$ cat src/rtl/fetch_ctrl.sv
// Instruction-fetch sequencer: owns the PC, runs the imem req/ready handshake,
// presents fetched instructions to decode/execute and applies branch/flush redirects.
module fetch_ctrl #(
  parameter logic [31:0] RESET_PC = 32'h0000_0000
) (
  input  logic        clk,
  input  logic        reset,
  input  logic        Branch,
  input  logic        Zero,
  input  logic [31:0] branchtarget,
  input  logic        stall,
  input  logic        flush,
  input  logic [31:0] flush_pc,
  output logic        imem_req,
  output logic [31:0] imem_addr,
  input  logic        imem_ready,
  input  logic [31:0] imem_rdata,
  output logic        instr_valid,
  output logic [31:0] instruction,
  output logic [31:0] instr_pc,
  output logic [31:0] PC,
  output logic [31:0] retired
);

  localparam int unsigned XLEN = 32;
  localparam logic [XLEN-1:0] ALIGN_MASK = ~XLEN'(3);
  localparam logic [XLEN-1:0] INSTR_BYTES = XLEN'(4);

  typedef enum logic [1:0] {IDLE, FETCH, EXEC, DRAIN} state_t;

  state_t            state_q, state_d;
  logic [XLEN-1:0]   pc_q, pc_d;
  logic [XLEN-1:0]   addr_q, addr_d;
  logic [XLEN-1:0]   instr_q, instr_d;
  logic [XLEN-1:0]   ipc_q, ipc_d;
  logic [XLEN-1:0]   retired_q, retired_d;
  logic              req_q, req_d;
  logic              valid_q, valid_d;
  logic [XLEN-1:0]   flush_addr;
  logic [XLEN-1:0]   branch_addr;

  assign flush_addr  = flush_pc & ALIGN_MASK;
  assign branch_addr = branchtarget & ALIGN_MASK;

  // Next-state and next-output logic; addr is reloaded on every entry to FETCH.
  always_comb begin
    state_d   = state_q;
    pc_d      = pc_q;
    addr_d    = addr_q;
    instr_d   = instr_q;
    ipc_d     = ipc_q;
    retired_d = retired_q;
    unique case (state_q)
      IDLE: begin
        state_d = FETCH;
        addr_d  = pc_q;
      end
      FETCH: begin
        if (imem_ready) begin
          if (flush) begin
            pc_d   = flush_addr;
            addr_d = flush_addr;
          end else begin
            instr_d = imem_rdata;
            ipc_d   = addr_q;
            pc_d    = addr_q + INSTR_BYTES;
            state_d = EXEC;
          end
        end else if (flush) begin
          pc_d    = flush_addr;
          state_d = DRAIN;
        end
      end
      EXEC: begin
        if (flush) begin
          pc_d    = flush_addr;
          addr_d  = flush_addr;
          state_d = FETCH;
        end else if (!stall) begin
          retired_d = retired_q + XLEN'(1);
          state_d   = FETCH;
          if (Branch && Zero) begin
            pc_d   = branch_addr;
            addr_d = branch_addr;
          end else begin
            addr_d = pc_q;
          end
        end
      end
      DRAIN: begin
        // The abandoned request must complete before the redirect is issued.
        if (flush) pc_d = flush_addr;
        if (imem_ready) begin
          state_d = FETCH;
          addr_d  = flush ? flush_addr : pc_q;
        end
      end
      default: state_d = IDLE;
    endcase
    req_d   = (state_d == FETCH) || (state_d == DRAIN);
    valid_d = (state_d == EXEC);
  end

  always_ff @(posedge clk) begin
    if (reset) begin
      state_q   <= IDLE;
      pc_q      <= RESET_PC;
      addr_q    <= RESET_PC;
      instr_q   <= '0;
      ipc_q     <= '0;
      retired_q <= '0;
      req_q     <= 1'b0;
      valid_q   <= 1'b0;
    end else begin
      state_q   <= state_d;
      pc_q      <= pc_d;
      addr_q    <= addr_d;
      instr_q   <= instr_d;
      ipc_q     <= ipc_d;
      retired_q <= retired_d;
      req_q     <= req_d;
      valid_q   <= valid_d;
    end
  end

  assign imem_req    = req_q;
  assign imem_addr   = addr_q;
  assign instr_valid = valid_q;
  assign instruction = instr_q;
  assign instr_pc    = ipc_q;
  assign PC          = pc_q;
  assign retired     = retired_q;

endmodule
$ cat config.mk
export PLATFORM = sky130hd
export DESIGN_NAME = fetch_ctrl
export DESIGN_NICKNAME = d
export VERILOG_FILES = /design/src/rtl/fetch_ctrl.sv
export SDC_FILE = /design/constraint.sdc
export NUM_CORES = 1
export LEC_CHECK = 0
export ABC_CLOCK_PERIOD_IN_PS = 2400
export BUFFER_PORTS_ARGS = -buffer_cell sky130_fd_sc_hd__buf_4
export CAP_MARGIN = 15
export CORE_MARGIN = 2
export CORE_UTILIZATION = 35
export DETAILED_ROUTE_END_ITERATION = 8
export GPL_TIMING_DRIVEN = 0
export PLACE_DENSITY = 0.69
export SKIP_LAST_GASP = 1
export SYNTH_ARGS = -nofsm -noshare
export SYNTH_HDL_FRONTEND = slang
export SYNTH_SLANG_ARGS = --single-unit
$ cat constraint.sdc
create_clock -name clk -period 2.4 [get_ports clk]
set_input_delay 0.48 -clock clk [delete_from_list [all_inputs] [get_ports clk]]
set_output_delay 0.48 -clock clk [all_outputs]
set_load 0.05 [all_outputs]
# Word-level counts from Yosys, hierarchy flattened
# Cells that the tools add are included.
[totals]
latchBits = 0
romBits = 0
mem_bits_rw = 0
elab_cells = 48
register_bits = 164
output_inout_bits = 162
inputBits = 103
mem_count = 0
[op_classes]
n_shift = 0
reduce_logical = 8
n_mul = 0
addsub = 2
muxes = 18
n_div = 0
bitwise = 2
eq_ne = 10
magnitude_cmp = 0
[ops]
columns = ["op", "n"]
rows = [
  ["32-bit 2-to-1 mux", 9],
  ["32-bit one-hot mux with 4 select lines", 1],
  ["32-bit one-hot mux with 3 select lines", 1],
  ["32-bit by 1-bit adder with 32-bit output (second input constant)", 1],
  ["32-bit by 3-bit adder with 32-bit output (second input constant)", 1],
  ["2-bit 2-to-1 mux", 6],
  ["2-bit equality test (second input constant)", 4],
  ["2-bit one-hot mux with 4 select lines", 1],
  ["2-bit inequality test (second input constant)", 3],
  ["3-bit AND reduction", 2],
  ["2-bit by 1-bit equality test with 1-bit output (second input constant)", 2],
  ["4-bit AND reduction", 1],
  ["3-bit inequality test (second input constant)", 1],
  ["3-bit nonzero test", 1],
  ["2-bit zero test", 1],
  ["1-bit inverter", 2],
  ["2-bit AND reduction", 1],
  ["1-bit logical AND", 1],
  ["1-bit logical OR", 1],
]

# Depth between registers and ports, before layout
[depth]
word_depth = 5
mapped_depth = 8
depth_no_buf = 6

# Worst setup path before layout
# No wires, ideal clock.
[synth_path]
path_kind = "reg2reg"
start = "register addr_q[18], in the netlist imem_addr[18]"
end = "register pc_q[29], in the netlist PC[29]"
setup_time_ps = 79
slack_ps = -132
n_path_buf = 1
t_arrival_ps = 2453
path_stages_with_launch = 7
synth_period_minus_slack_ps = 2532
cell_sequence = "dfxtp_1 clkbuf_2 nand4_1 or3_1 or4_1 or4_1 o211ai_1"
[synth_via]
elab_chain_len = 4
[synth_rtl]
columns = ["element", "line", "text"]
rows = [
  ["start, declared", "33", "logic [XLEN-1:0] addr_q, addr_d;"],
  ["start signal, assigned", "117", "addr_q <= addr_d;"],
  ["32-bit by 3-bit adder with 32-bit output", "66", "pc_d = addr_q + INSTR_BYTES;"],
  ["32-bit 2-to-1 mux", "60", "if (flush) begin"],
  ["32-bit 2-to-1 mux", "59", "if (imem_ready) begin"],
  ["32-bit one-hot mux with 3 select lines", "53", "unique case (state_q)"],
  ["end signal, assigned", "116", "pc_q <= pc_d;"],
  ["end, declared", "32", "logic [XLEN-1:0] pc_q, pc_d;"],
]
# No other way between the ends.
# A chain may end at the register's enable or synchronous reset.

==> metrics.md <==
| Metric | Value |
|---|---|
| Minimum clock period after layout | 2.37 ns |
| Part of the cycle the worst path needs | between 90% and 100% |
| CTS Hold Buffers Added | 0 |
| H-tree levels | 4 |
| Worst setup skew after layout | about 0.015 ns |
| Number of max-cap violations | 0 |
| Hold Startpoint | imem_rdata[15] |
| Unrepaired setup endpoints after global routing | yes |
| Clock tree from TritonCTS | yes |
| Sequential cell area | 3270 µm² |
| Overall die area | roughly 26000 µm² |
| Ports placed on the boundary | about 270 |
| GRT Resource Usage Total | 28.6% |
| Ratio of cells with drive above 1 in the final layout | around 26% |
| Fmax | between 400 and 500 MHz |
| WL final | between 30000 and 40000 µm |
| Critical-path maximum fanout | 10 |
| Main area contributors after synthesis | dfxtp_1, nand2_1, a21oi_1 |
| First-pass GRT wire length | around 57000 µm |
| Number of global-route vias before repair | approximately 9400 |
| Post-synth top area share | a little under two fifths |
| Width of the chip | between 150 and 200 µm |
| Area growth syn-to-layout | 35.7% |
| Critical path's largest stage delay | 0.67 ns |
| Kind of start point of the critical path | flop |
| Top post-synthesis cells by count | nand2_1, dfxtp_1, a21oi_1, nor2_1, clkbuf_1 |
| CP dominant cell by count | a21oi_1 |
| Number of unique standard cell types used by synthesis | 64 |
| Number of setup violations in the final report | 0 |
| Critical setup path kind | flop to flop |
| Count of fill cells added during filler insertion | between 2000 and 2500 |
| Data arrival at the endpoint of the critical path | approximately 2.7 ns |
| Cells traversed along the worst timing path | buf_6 -> clkbuf_2 -> buf_1 -> nand3b_1 -> a21oi_1 -> a21oi_1 -> nand2_1 -> a21oi_1 |
| Post-Syn Nets | 1243 |
| # diodes | 0 |
| Drt pass-1 iters | 5 |
| Number of sinks driven by the clock tree | roughly 160 |
| Area inside the core boundary | approximately 24000 µm² |
| Number of DRC violations after detailed-routing iteration 0 | ~1100 |
| Largest net degree at the start of global routing | 17 |
| FF+latch count, synth | 163 |
| GP Congestion | between 0.9 and 1 |
| Cell with the most instances after synthesis | nand2_1 |
| Final-layout setup total negative slack | 0 ns |
| Cell count after placement | 1723 |
| Wirelength per Cell | roughly 22 µm |
| Uppermost routed layer | met4 |
| Clock buffer depth | 2 |
| Placed Area | 11000 µm² |
| Final net count | 1524 |
| Worst R2R End | PC[0]$_SDFFE_PP0P_ |
| Worst R2R Path Depth | 8 |
| Worst setup EP type | flop |
| CP max stage cell | buf_1 |
| Final hold viol count | 0 |
| Buffering stage count on the worst path with inverters included | 3 |
| Data required time of the worst path | 2.70 ns |
| VDD IR max | about 0.00044 V |
| Remaining antenna violation count | 0 |
| Starting utilization of the core area | a little over a third |
| Setup slack of the most critical reg-to-reg path | 0.03 ns |
| Port bufs | 260 |
| Number of enable flip-flop cells after synthesis | 0 |
| Leftover overflow at the end of global routing | 0 |
| Buffer cell driving the clock tree root | clkbuf_16 |
| Number of pins exceeding their max-slew limit in the final report | 0 |
| Final standard cell area without fillers | roughly 12000 µm² |
| Kind of cell with the highest combined delay on the critical path | buffers and inverters |
| Clock Pin Slew Worst Setup and Hold Paths | about 0.07 ns |
| Mean post-synth cell area | roughly 7.6 µm² |
| Wire length on met1 | ~15000 µm |
| Worst slew margin relative to its limit | about two fifths |
| Multi-input gate area | between 5000 and 6000 µm² |
| Destination of the worst hold path | instruction[15]$_SDFFE_PP0P_ |
| Hold path cells | 3 |
| Netlist area before placement | around 8700 µm² |
| Standard-cell rows | 57 |
| Most frequently used flop master after synthesis | dfxtp_1 |
| Measured slew at the worst slew-check pin | 0.903 ns |
| Die Y | 161 µm |
| Via count | between 10000 and 15000 |
| Number of cells produced by synthesis | about 1100 |
| Finished Layout Cells | 1755 |
| Detailed route wirelength on metal3 | roughly 5000 µm |
| CTS buffer count | 17 |
| Areal power density over the cells | between 600 and 700 nW/µm² |
| Worst Hold Class | input port to flop |
| Post-synthesis sequential area ratio | between 30% and 40% |
| Status | complete, no violations |
| Reg-to-Reg Start | imem_req$_SDFF_PP0_ |
| Vias per cell | slightly below 6 |
| Leakage power | around 4.8 nW |
| Detailed-route DRC error count | 0 |
| Yosys top cell by area | dfxtp_1 |
| YS warnings | 0 |
| Clk_lat worst skew | approximately 0.45 ns |
| Number of antenna violations at the first check in global routing | 0 |
| Detailed placer's ending HPWL | roughly 28000 µm |
| Async set or reset register ratio after synthesis | 0% |
| Sum of met2 wire segment lengths after detailed routing | roughly 17000 µm |
==> layer usage <==
| layer | GRT usage, % | up-vias |
|---|---|---|
| met4 | 12.7 | 0 |
| met1 | 36.2 | 4733 |
| met5 | 0 | - |
| li1 | - | 4646 |
| met2 | 44.2 | 695 |
| met3 | 9.53 | 126 |
==> worst min-delay path: cells and delay by family <==
kind | cells | cell delay (ns)
AO/OA/AOI/OAI | 1 | 0.05
buffers and inverters | 1 | 0.11
AND/OR/NAND/NOR | 1 | 0.04
==> kinds of logic (layout without fill, tap and decap cells) <==
family / Yosys count / in the layout / synth area share [%]
compound gates: 319 / 319 / 22.6
mux: 49 / 49 / 5.75
flops: 163 / 163 / 37.7
xor+xnor: 35 / 35 / 3.54
simple gates: 463 / 463 / 25.3
fa+ha+maj: 2 / 2 / 0.289
buf+inv: 107 / 400 / 4.88
==> registers in the layout (all words and copies together), names as in the netlist <==
signal and count:
instr_pc 32, imem_req 1, instr_valid 1, imem_addr 32, PC 32, retired 32
instruction 32, state_q 1
==> where the power goes <==
group / internal, mW / total (mW) / switching, mW
clock network: 1.47 / 2.75 / 1.28
logic: 0.575 / 1.76 / 1.19
registers: 2.83 / 3.04 / 0.203
==> cell type report <==
type	count	area share, %
clock buffer	19	3.77
tap	324	3.45
buffer	81	3.09
inverter	19	0.606
multi-input combinational	868	43.1
timing repair buffer	269	17.2
sequential	163	27.8
clock inverter	12	1.05
==> worst max path at each step <==
| stage | cells after the start | from | end | slack, ns |
|---|---|---|---|---|
| global route | 7 | imem_req$_SDFF_PP0_ | retired[30]$_SDFFE_PP0P_ | -0.11 |
| detailed placement | 7 | imem_ready | imem_addr[23]$_SDFFE_PP0P_ | -0.75 |
| finish | 8 | imem_req$_SDFF_PP0_ | PC[0]$_SDFFE_PP0P_ | 0.03 |
| floorplan | 5 | imem_addr[13]$_SDFFE_PP0P_ | PC[29]$_SDFFE_PP0P_ | -0.05 |
| global placement | 7 | imem_req$_SDFF_PP0_ | instr_pc[2]$_SDFFE_PP0P_ | -0.82 |
| CTS | 8 | imem_req$_SDFF_PP0_ | imem_addr[23]$_SDFFE_PP0P_ | 0.001 |
==> repair_timing <==
item	CTS	global route
gates resized for setup	21	32
cloned	0	0
setup endpoints to repair	118	117
buffers inserted	4	4
pin swaps	2	2
==> stage by stage <==
| stage | total power, mW | hold slack (ns) | worst slack (ns) | util, % |
|---|---|---|---|---|
| 6_report | 7.55 | 0.284 | 0.0289 | 48.4 |
| 3_5_place_dp | 4.79 | 0.447 | -0.752 | 45.4 |
| 4_1_cts | 7.53 | 0.274 | 0.00119 | 48.1 |
| 2_1_floorplan | 4.08 | 0.605 | -0.0487 | - |
| 3_3_place_gp | 4.78 | 0.442 | -0.823 | 45.3 |
| 5_1_grt | 7.80 | 0.271 | -0.105 | 48.4 |
==> placed cells by master, fill, tap and decap left out, types with 6 or more instances in the layout <==
cell         n
clkbuf_2    21
clkbuf_16   17
nor2b_1      7
a31oi_1     14
buf_1        7
nand3_1     34
mux2_2       6
xnor2_1     16
inv_1       19
a211oi_1    10
clkbuf_1    44
xor2_1      19
nor3_1      14
a21oi_1    136
a221oi_1    17
o211ai_1    16
nand2b_1    10
and4_1       6
and3_1      17
or4_1        7
nand2_1    227
o221ai_1    10
o21ai_0     63
buf_4      270
nand4_1     19
dfxtp_1    157
mux2i_1     43
nor4_1      14
dfxtp_2      6
nor2_1      72
No activity file was read; power rests on OpenSTA's default activity.
